===== config.mk =====
export PLATFORM = sky130hd
export DESIGN_NAME = gmii_frame_tx
export DESIGN_NICKNAME = d
export VERILOG_FILES = /design/src/rtl/gmii_pkg.sv /design/src/rtl/crc32_d8.sv /design/src/rtl/gmii_frame_tx.sv
export SDC_FILE = /design/constraint.sdc
export NUM_CORES = 1
export LEC_CHECK = 0
export ABC_AREA = 1
export CAP_MARGIN = 20
export CORE_MARGIN = 1
export CORE_UTILIZATION = 30
export CTS_CLUSTER_DIAMETER = 120
export DETAILED_ROUTE_END_ITERATION = 6
export PLACE_DENSITY = 0.56
export SYNTH_ARGS = -nofsm -noshare
export SYNTH_HDL_FRONTEND = slang
export SYNTH_HIERARCHICAL = 1
export SYNTH_SLANG_ARGS = --single-unit

===== constraint.sdc =====
create_clock -name clk -period 5 [get_ports clk]
set_clock_uncertainty 0.05 [all_clocks]
set_input_delay 1.5 -clock clk [delete_from_list [all_inputs] [get_ports clk]]
set_output_delay 1.5 -clock clk [all_outputs]
set_load 0.005 [all_outputs]

===== src/rtl/gmii_pkg.sv =====
// gmii_pkg: types and constants shared by the GMII transmit path and the
// receive-side checker.
//   tx_state_e      : transmitter FSM states
//   PREAMBLE_BYTE   : 0x55 preamble byte
//   SFD_BYTE        : 0xD5 start-of-frame delimiter
//   CRC_INIT        : CRC-32 register seed
//   CRC_POLY        : reflected CRC-32 polynomial
//   CRC_RESIDUE     : register value after a frame plus its own FCS
//   BYTE_CNT_MAX    : saturation value of the payload byte counter
//   crc32_next()    : one-byte CRC-32 update (LSB first)
package gmii_pkg;

    typedef enum logic [2:0] {
        ST_IDLE,
        ST_PRE,
        ST_SFD,
        ST_DATA,
        ST_PAD,
        ST_FCS,
        ST_DROP,
        ST_IFG
    } tx_state_e;

    localparam logic [7:0]  PREAMBLE_BYTE = 8'h55;
    localparam logic [7:0]  SFD_BYTE      = 8'hD5;
    localparam logic [31:0] CRC_INIT      = 32'hFFFF_FFFF;
    localparam logic [31:0] CRC_POLY      = 32'hEDB8_8320;
    localparam logic [31:0] CRC_RESIDUE   = 32'hDEBB_20E3;
    localparam logic [10:0] BYTE_CNT_MAX  = 11'd2047;

    // Ethernet transmits each byte LSB first, so the reflected form shifts right.
    function automatic logic [31:0] crc32_next(input logic [31:0] crc,
                                               input logic [7:0]  d);
        logic [31:0] c;
        c = crc ^ {24'h0, d};
        for (int i = 0; i < 8; i++) begin
            c = c[0] ? ((c >> 1) ^ CRC_POLY) : (c >> 1);
        end
        return c;
    endfunction

endpackage


===== src/rtl/crc32_d8.sv =====
// crc32_d8: byte-wide CRC-32 register (reflected 0xEDB88320).
//   clk   : byte clock
//   reset : synchronous, active-high; loads CRC_INIT
//   init  : reload CRC_INIT at the next edge (takes priority over en)
//   en    : fold d into the register at the next edge
//   d     : data byte
//   crc   : current register value (not inverted)
module crc32_d8
    import gmii_pkg::*;
(
    input  logic        clk,
    input  logic        reset,
    input  logic        init,
    input  logic        en,
    input  logic [7:0]  d,
    output logic [31:0] crc
);

    // NOTE: registers are written with <= so every flop samples the values that
    // existed before the edge, independent of statement order.
    always_ff @(posedge clk) begin
        if (reset || init) begin
            crc <= CRC_INIT;
        end else if (en) begin
            crc <= crc32_next(crc, d);
        end
    end

endmodule


===== src/rtl/gmii_frame_tx.sv =====
// gmii_frame_tx: turns a valid/ready/last byte stream into complete Ethernet
// frames on an 8-bit GMII-style interface: preamble, SFD, payload, zero pad
// to MIN_PAYLOAD, CRC-32 FCS, then an inter-frame gap.
//   clk            : GMII byte clock
//   reset          : synchronous, active-high
//   s_data/s_valid/s_last/s_ready : payload stream, destination MAC first
//   gmii_txd       : registered transmit byte
//   gmii_tx_en     : registered frame valid
//   gmii_tx_er     : registered error, one cycle on an underrun abort
//   busy           : FSM not idle
//   frames_sent    : completed frames (wrapping)
//   frames_aborted : underrun aborts (wrapping)
module gmii_frame_tx
    import gmii_pkg::*;
#(
    parameter int PREAMBLE_LEN = 7,
    parameter int MIN_PAYLOAD  = 60,
    parameter int IFG_CYCLES   = 12
) (
    input  logic        clk,
    input  logic        reset,
    input  logic [7:0]  s_data,
    input  logic        s_valid,
    input  logic        s_last,
    output logic        s_ready,
    output logic [7:0]  gmii_txd,
    output logic        gmii_tx_en,
    output logic        gmii_tx_er,
    output logic        busy,
    output logic [15:0] frames_sent,
    output logic [7:0]  frames_aborted
);

    localparam logic [7:0]  PRE_LAST = 8'(PREAMBLE_LEN - 1);
    localparam logic [7:0]  IFG_LAST = 8'(IFG_CYCLES - 1);
    localparam logic [10:0] MIN_CNT  = 11'(MIN_PAYLOAD);

    tx_state_e   state;
    logic [7:0]  cnt;           // shared by PRE, FCS and IFG
    logic [10:0] byte_cnt;
    logic [10:0] byte_cnt_inc;
    logic [31:0] crc;
    logic        crc_init;
    logic        crc_en;
    logic [7:0]  crc_d;
    logic [7:0]  fcs_byte;

    assign busy    = (state != ST_IDLE);
    assign s_ready = (state == ST_DATA) || (state == ST_DROP);

    // NOTE: every output of a combinational block gets a default first so no
    // path leaves it unassigned and a latch is never inferred.
    always_comb begin
        crc_init     = (state == ST_SFD);
        crc_en       = ((state == ST_DATA) && s_valid) || (state == ST_PAD);
        crc_d        = (state == ST_PAD) ? 8'h00 : s_data;
        byte_cnt_inc = (byte_cnt == BYTE_CNT_MAX) ? byte_cnt : byte_cnt + 11'd1;
        fcs_byte     = 8'h00;
        case (cnt[1:0])
            2'd0: fcs_byte = ~crc[7:0];
            2'd1: fcs_byte = ~crc[15:8];
            2'd2: fcs_byte = ~crc[23:16];
            2'd3: fcs_byte = ~crc[31:24];
            default: fcs_byte = 8'h00;
        endcase
    end

    crc32_d8 u_crc (
        .clk   (clk),
        .reset (reset),
        .init  (crc_init),
        .en    (crc_en),
        .d     (crc_d),
        .crc   (crc)
    );

    always_ff @(posedge clk) begin
        if (reset) begin
            state          <= ST_IDLE;
            cnt            <= 8'd0;
            byte_cnt       <= 11'd0;
            gmii_txd       <= 8'h00;
            gmii_tx_en     <= 1'b0;
            gmii_tx_er     <= 1'b0;
            frames_sent    <= 16'd0;
            frames_aborted <= 8'd0;
        end else begin
            gmii_tx_er <= 1'b0;
            case (state)
                ST_IDLE: begin
                    gmii_txd   <= 8'h00;
                    gmii_tx_en <= 1'b0;
                    if (s_valid) begin
                        state <= ST_PRE;
                        cnt   <= 8'd0;
                    end
                end
                ST_PRE: begin
                    gmii_txd   <= PREAMBLE_BYTE;
                    gmii_tx_en <= 1'b1;
                    cnt        <= cnt + 8'd1;
                    if (cnt == PRE_LAST) state <= ST_SFD;
                end
                ST_SFD: begin
                    // Entering DATA here raises s_ready while 0xD5 is on the wire.
                    gmii_txd   <= SFD_BYTE;
                    gmii_tx_en <= 1'b1;
                    byte_cnt   <= 11'd0;
                    state      <= ST_DATA;
                end
                ST_DATA: begin
                    gmii_tx_en <= 1'b1;
                    if (s_valid) begin
                        gmii_txd <= s_data;
                        byte_cnt <= byte_cnt_inc;
                        if (s_last) begin
                            cnt   <= 8'd0;
                            state <= (byte_cnt_inc < MIN_CNT) ? ST_PAD : ST_FCS;
                        end
                    end else begin
                        // Underrun: mark the frame bad on the wire and discard the rest.
                        gmii_txd       <= 8'h00;
                        gmii_tx_er     <= 1'b1;
                        frames_aborted <= frames_aborted + 8'd1;
                        state          <= ST_DROP;
                    end
                end
                ST_PAD: begin
                    gmii_txd   <= 8'h00;
                    gmii_tx_en <= 1'b1;
                    byte_cnt   <= byte_cnt_inc;
                    if (byte_cnt_inc == MIN_CNT) begin
                        cnt   <= 8'd0;
                        state <= ST_FCS;
                    end
                end
                ST_FCS: begin
                    gmii_txd   <= fcs_byte;
                    gmii_tx_en <= 1'b1;
                    cnt        <= cnt + 8'd1;
                    if (cnt[1:0] == 2'd3) begin
                        frames_sent <= frames_sent + 16'd1;
                        cnt         <= 8'd0;
                        state       <= ST_IFG;
                    end
                end
                ST_DROP: begin
                    gmii_txd   <= 8'h00;
                    gmii_tx_en <= 1'b0;
                    if (s_valid && s_last) begin
                        cnt   <= 8'd0;
                        state <= ST_IFG;
                    end
                end
                ST_IFG: begin
                    gmii_txd   <= 8'h00;
                    gmii_tx_en <= 1'b0;
                    cnt        <= cnt + 8'd1;
                    if (cnt == IFG_LAST) state <= ST_IDLE;
                end
                default: begin
                    state      <= ST_IDLE;
                    gmii_tx_en <= 1'b0;
                end
            endcase
        end
    end

endmodule


==> impl_metrics.yaml <==
worst_setup_path:
  endpoint_kind: "output pin"
  cp-start-kind: "flop"
  r2r-end: "u_crc/crc[8]"
  cp_max_fo: 8
  cp_data_required_time_ps: 3450
  reg2reg_from: "state[0]"
  crit_chain: "nand2_1 -> nor2_1 -> inv_2 -> nand2_1 -> clkdlybuf4s50_1"
  critPathKind: "flop to output pin"
  cpPeakStageDelay_ps: 540
  reg2reg_depth: 10
  cp_common_cell: "nand2_1"
  slowest_stage: "dfxtp_1"
  r2r_setup_slack_ps: 1990
  worstPathArrival_ps: 1910
logic_synthesis:
  post-synth-top-count-cell: "nand2_1"
  post_synth.cell_area_avg_sq_um: 6.918
  synth_compound_area_share_pct: 17.14
  synth_mux_area_share_pct: 0
  yosysTopAreaCell: "dfxtp_1"
  synthCells: 807
  yosys-top-cells-count: "nand2_1 (184), dfxtp_1 (88), a21oi_1 (87), inv_1 (83), nor2_1 (70)"
  synth_simple_gate_area_share_pct: 33.01
  synth_cell_types: 55
  synth-main-ff-cell: "dfxtp_1"
  synth_top_family_by_area: "simple AND/OR/NAND/NOR gates"
  synthAdderAreaFrac_pct: 1.793
  netlist.area_leader.share_pct: 31.56
  ys_warn_count: 6
  postSynthRegisterBits: 88
  synth_area_leaders: "dfxtp_1 (32%), nand2_1 (12%), a21oi_1 (7.8%), inv_1 (5.6%), nor2_1 (4.7%)"
  yosysSeqAreaShare_pct: 31.56
  syn-num-nets: 827
  async_flop_share_pct: 0
  synthXorXnorAreaFrac_pct: 7.799
  synth_edf_count: 0
  syn-cell-area_sq_um: 5583
global_routing:
  grt_max_degree: 40
  grt_overflow: 0
  antenna_found_initial: 0
  grt_use_total_pct: 15.83
  grt_pass1_vias: 4679
  grt_pass1_wl_mm: 24.20
die:
  core_area_sq_um: 18090
  die-area_sq_um: 19160
  start_util_pct: 30.87
  die_h_um: 138.4
  rows: 49
  die_w_um: 138.4
  io_pins: 48
cts:
  cts_sinks: 88
  postCtsHoldBufs: 0
  clockRootBuffer: "clkbuf_16"
  cts_buffer_depth: 2
  worstSkewPairLatency_ps: 360
  htree_levels: 3
  cts_tree: "yes"
  post_cts_buffers: 0
  numCtsBuffers: 9
  post_cts_resized: 0
  clkTransAtPathRegs_ps: 70
status:
  status: "finished, violations left"
  failed_checks: "DRC"
sta:
  fin_crit_sh_pct: 69.15
  hold_violations: 0
  finalSetupViolations: 0
  slew_violations: 0
  max_slew.worst_pin.slew_ps: 1085
  clock.fmax_mhz: 289.2
  finalCriticalPeriod_ps: 3457
  rsz0062_at_grt: "no"
  fin_tns_setup_ps: 0
  slew_headroom_pct: 27.37
route:
  ant_nets: 0
  drt-pass1-iter-count: 7
  drt-initial-drc-count: 408
  wl_mm: 14.61
  avgViaCountPerCell: 4.695
  vias: 5085
  drc: 16
  wire_per_inst_um: 13.49
final_layout:
  final_nets: 869
  fin_area_sq_um: 6584
  fill_cells: 1936
  drive_gt1_share_pct: 12.41
  syn_to_final_growth_pct: 17.93
  num_antenna_cells: 0
power_and_ir_drop:
  power_uw: 2726
  p_leak_uw: 0.002618
  powerDensity_nw_per_um2: 414.0
  vdd_drop_max_v: 0.0002125
placed_design:
  place_congestion: 0.8372
  numPortBuffers: 47
  dp_hpwl_mm: 10.50
  placed_cell_area_sq_um: 6264
run:
  maxCapViolCount: 0
min_path:
  worstHoldStart: "frames_sent[12]"
  min_to: "frames_sent[12]"
  whs_path_depth: 2
  hold_path.class: "flop to flop"
## power breakdown
part	internal [uW]	total [uW]	switching (uW)
clock	408	715	307
combinational	405	1140	730
sequential	787	875	87.9
total	1600	2730	1130
## registers in the layout, indices dropped and copies added (netlist names)
register / flops
frames_sent: 16
gmii_txd: 8
cnt: 8
u_crc/crc: 32
gmii_tx_er: 1
state: 3
gmii_tx_en: 1
byte_cnt: 11
frames_aborted: 8
## through the flow
stage / setup WS (ps) / instances / utilization (%) / hold WS, ps
3_5_place_dp: 1184 / 1066 / 34.63 / 408.5
2_1_floorplan: 2096 / 807 / - / 393.5
4_1_cts: 1538 / 1082 / 36.36 / 420.5
3_3_place_gp: 1261 / 1066 / 34.63 / 408.7
5_1_grt: 1413 / 1083 / 36.40 / 452.3
6_report: 1543 / 1083 / 36.40 / 418.3
## critical path, delay by kind of cell (launching register included)
kind                   cells  cell delay (ps)
buffers and inverters      2              570
AND/OR/NAND/NOR            3              430
flip-flops                 1              540
## layer usage
metal  track usage [%]  up-vias  wire, um
met3             3.914       19       543
met5                 0        -         0
met1             20.49     2281      7106
li1                  -     2703         -
met4             4.554        0       244
met2             26.00       82      6720
## worst max-delay path by stage
stage | startpoint | endpoint | slack, ps | cells after the start
final | state[0] | s_ready | 1540 | 5
after global routing | s_valid | u_crc/crc[26] | 1410 | 10
after CTS | state[0] | s_ready | 1540 | 5
after detailed placement | s_valid | u_crc/crc[8] | 1180 | 10
after global placement | s_valid | u_crc/crc[29] | 1260 | 10
after floorplan | s_valid | u_crc/crc[30] | 2100 | 10
## kinds of logic (layout without fill, tap and decap cells)
group | after synthesis | count (layout)
and+or+nand+nor | 375 | 375
DFF | 88 | 88
adders and majority gates | 8 | 8
xor gates and xnor gates | 45 | 45
AOI/OAI and AO/OA | 170 | 170
buffers and inverters | 121 | 168
## placed cells by master (no fill, tap or decap), drive strengths merged, types with 9 or more instances in the layout
cell / netlist / layout
nand2: 225 / 225
inv: 98 / 101
dfxtp: 88 / 88
a21oi: 88 / 88
nor2: 80 / 80
nand3: 50 / 50
clkdlybuf4s50: 0 / 46
o21ai: 46 / 46
xor2: 32 / 32
xnor2: 13 / 13
clkbuf: 15 / 10
o211ai: 9 / 9
## cell type report
type                    count  area (sq um)  share of cell area (%)
inverters                 100         384.1                   5.834
repair buffers             52         503.0                   7.640
clock buffers              10         239.0                   3.630
flip-flops and latches     88          1762                   26.76
multi-input cells         598          3336                   50.67
well taps                 229         286.5                   4.352
clock inverters             6         73.82                   1.121
Note: power is estimated with default switching activity, not from simulation.
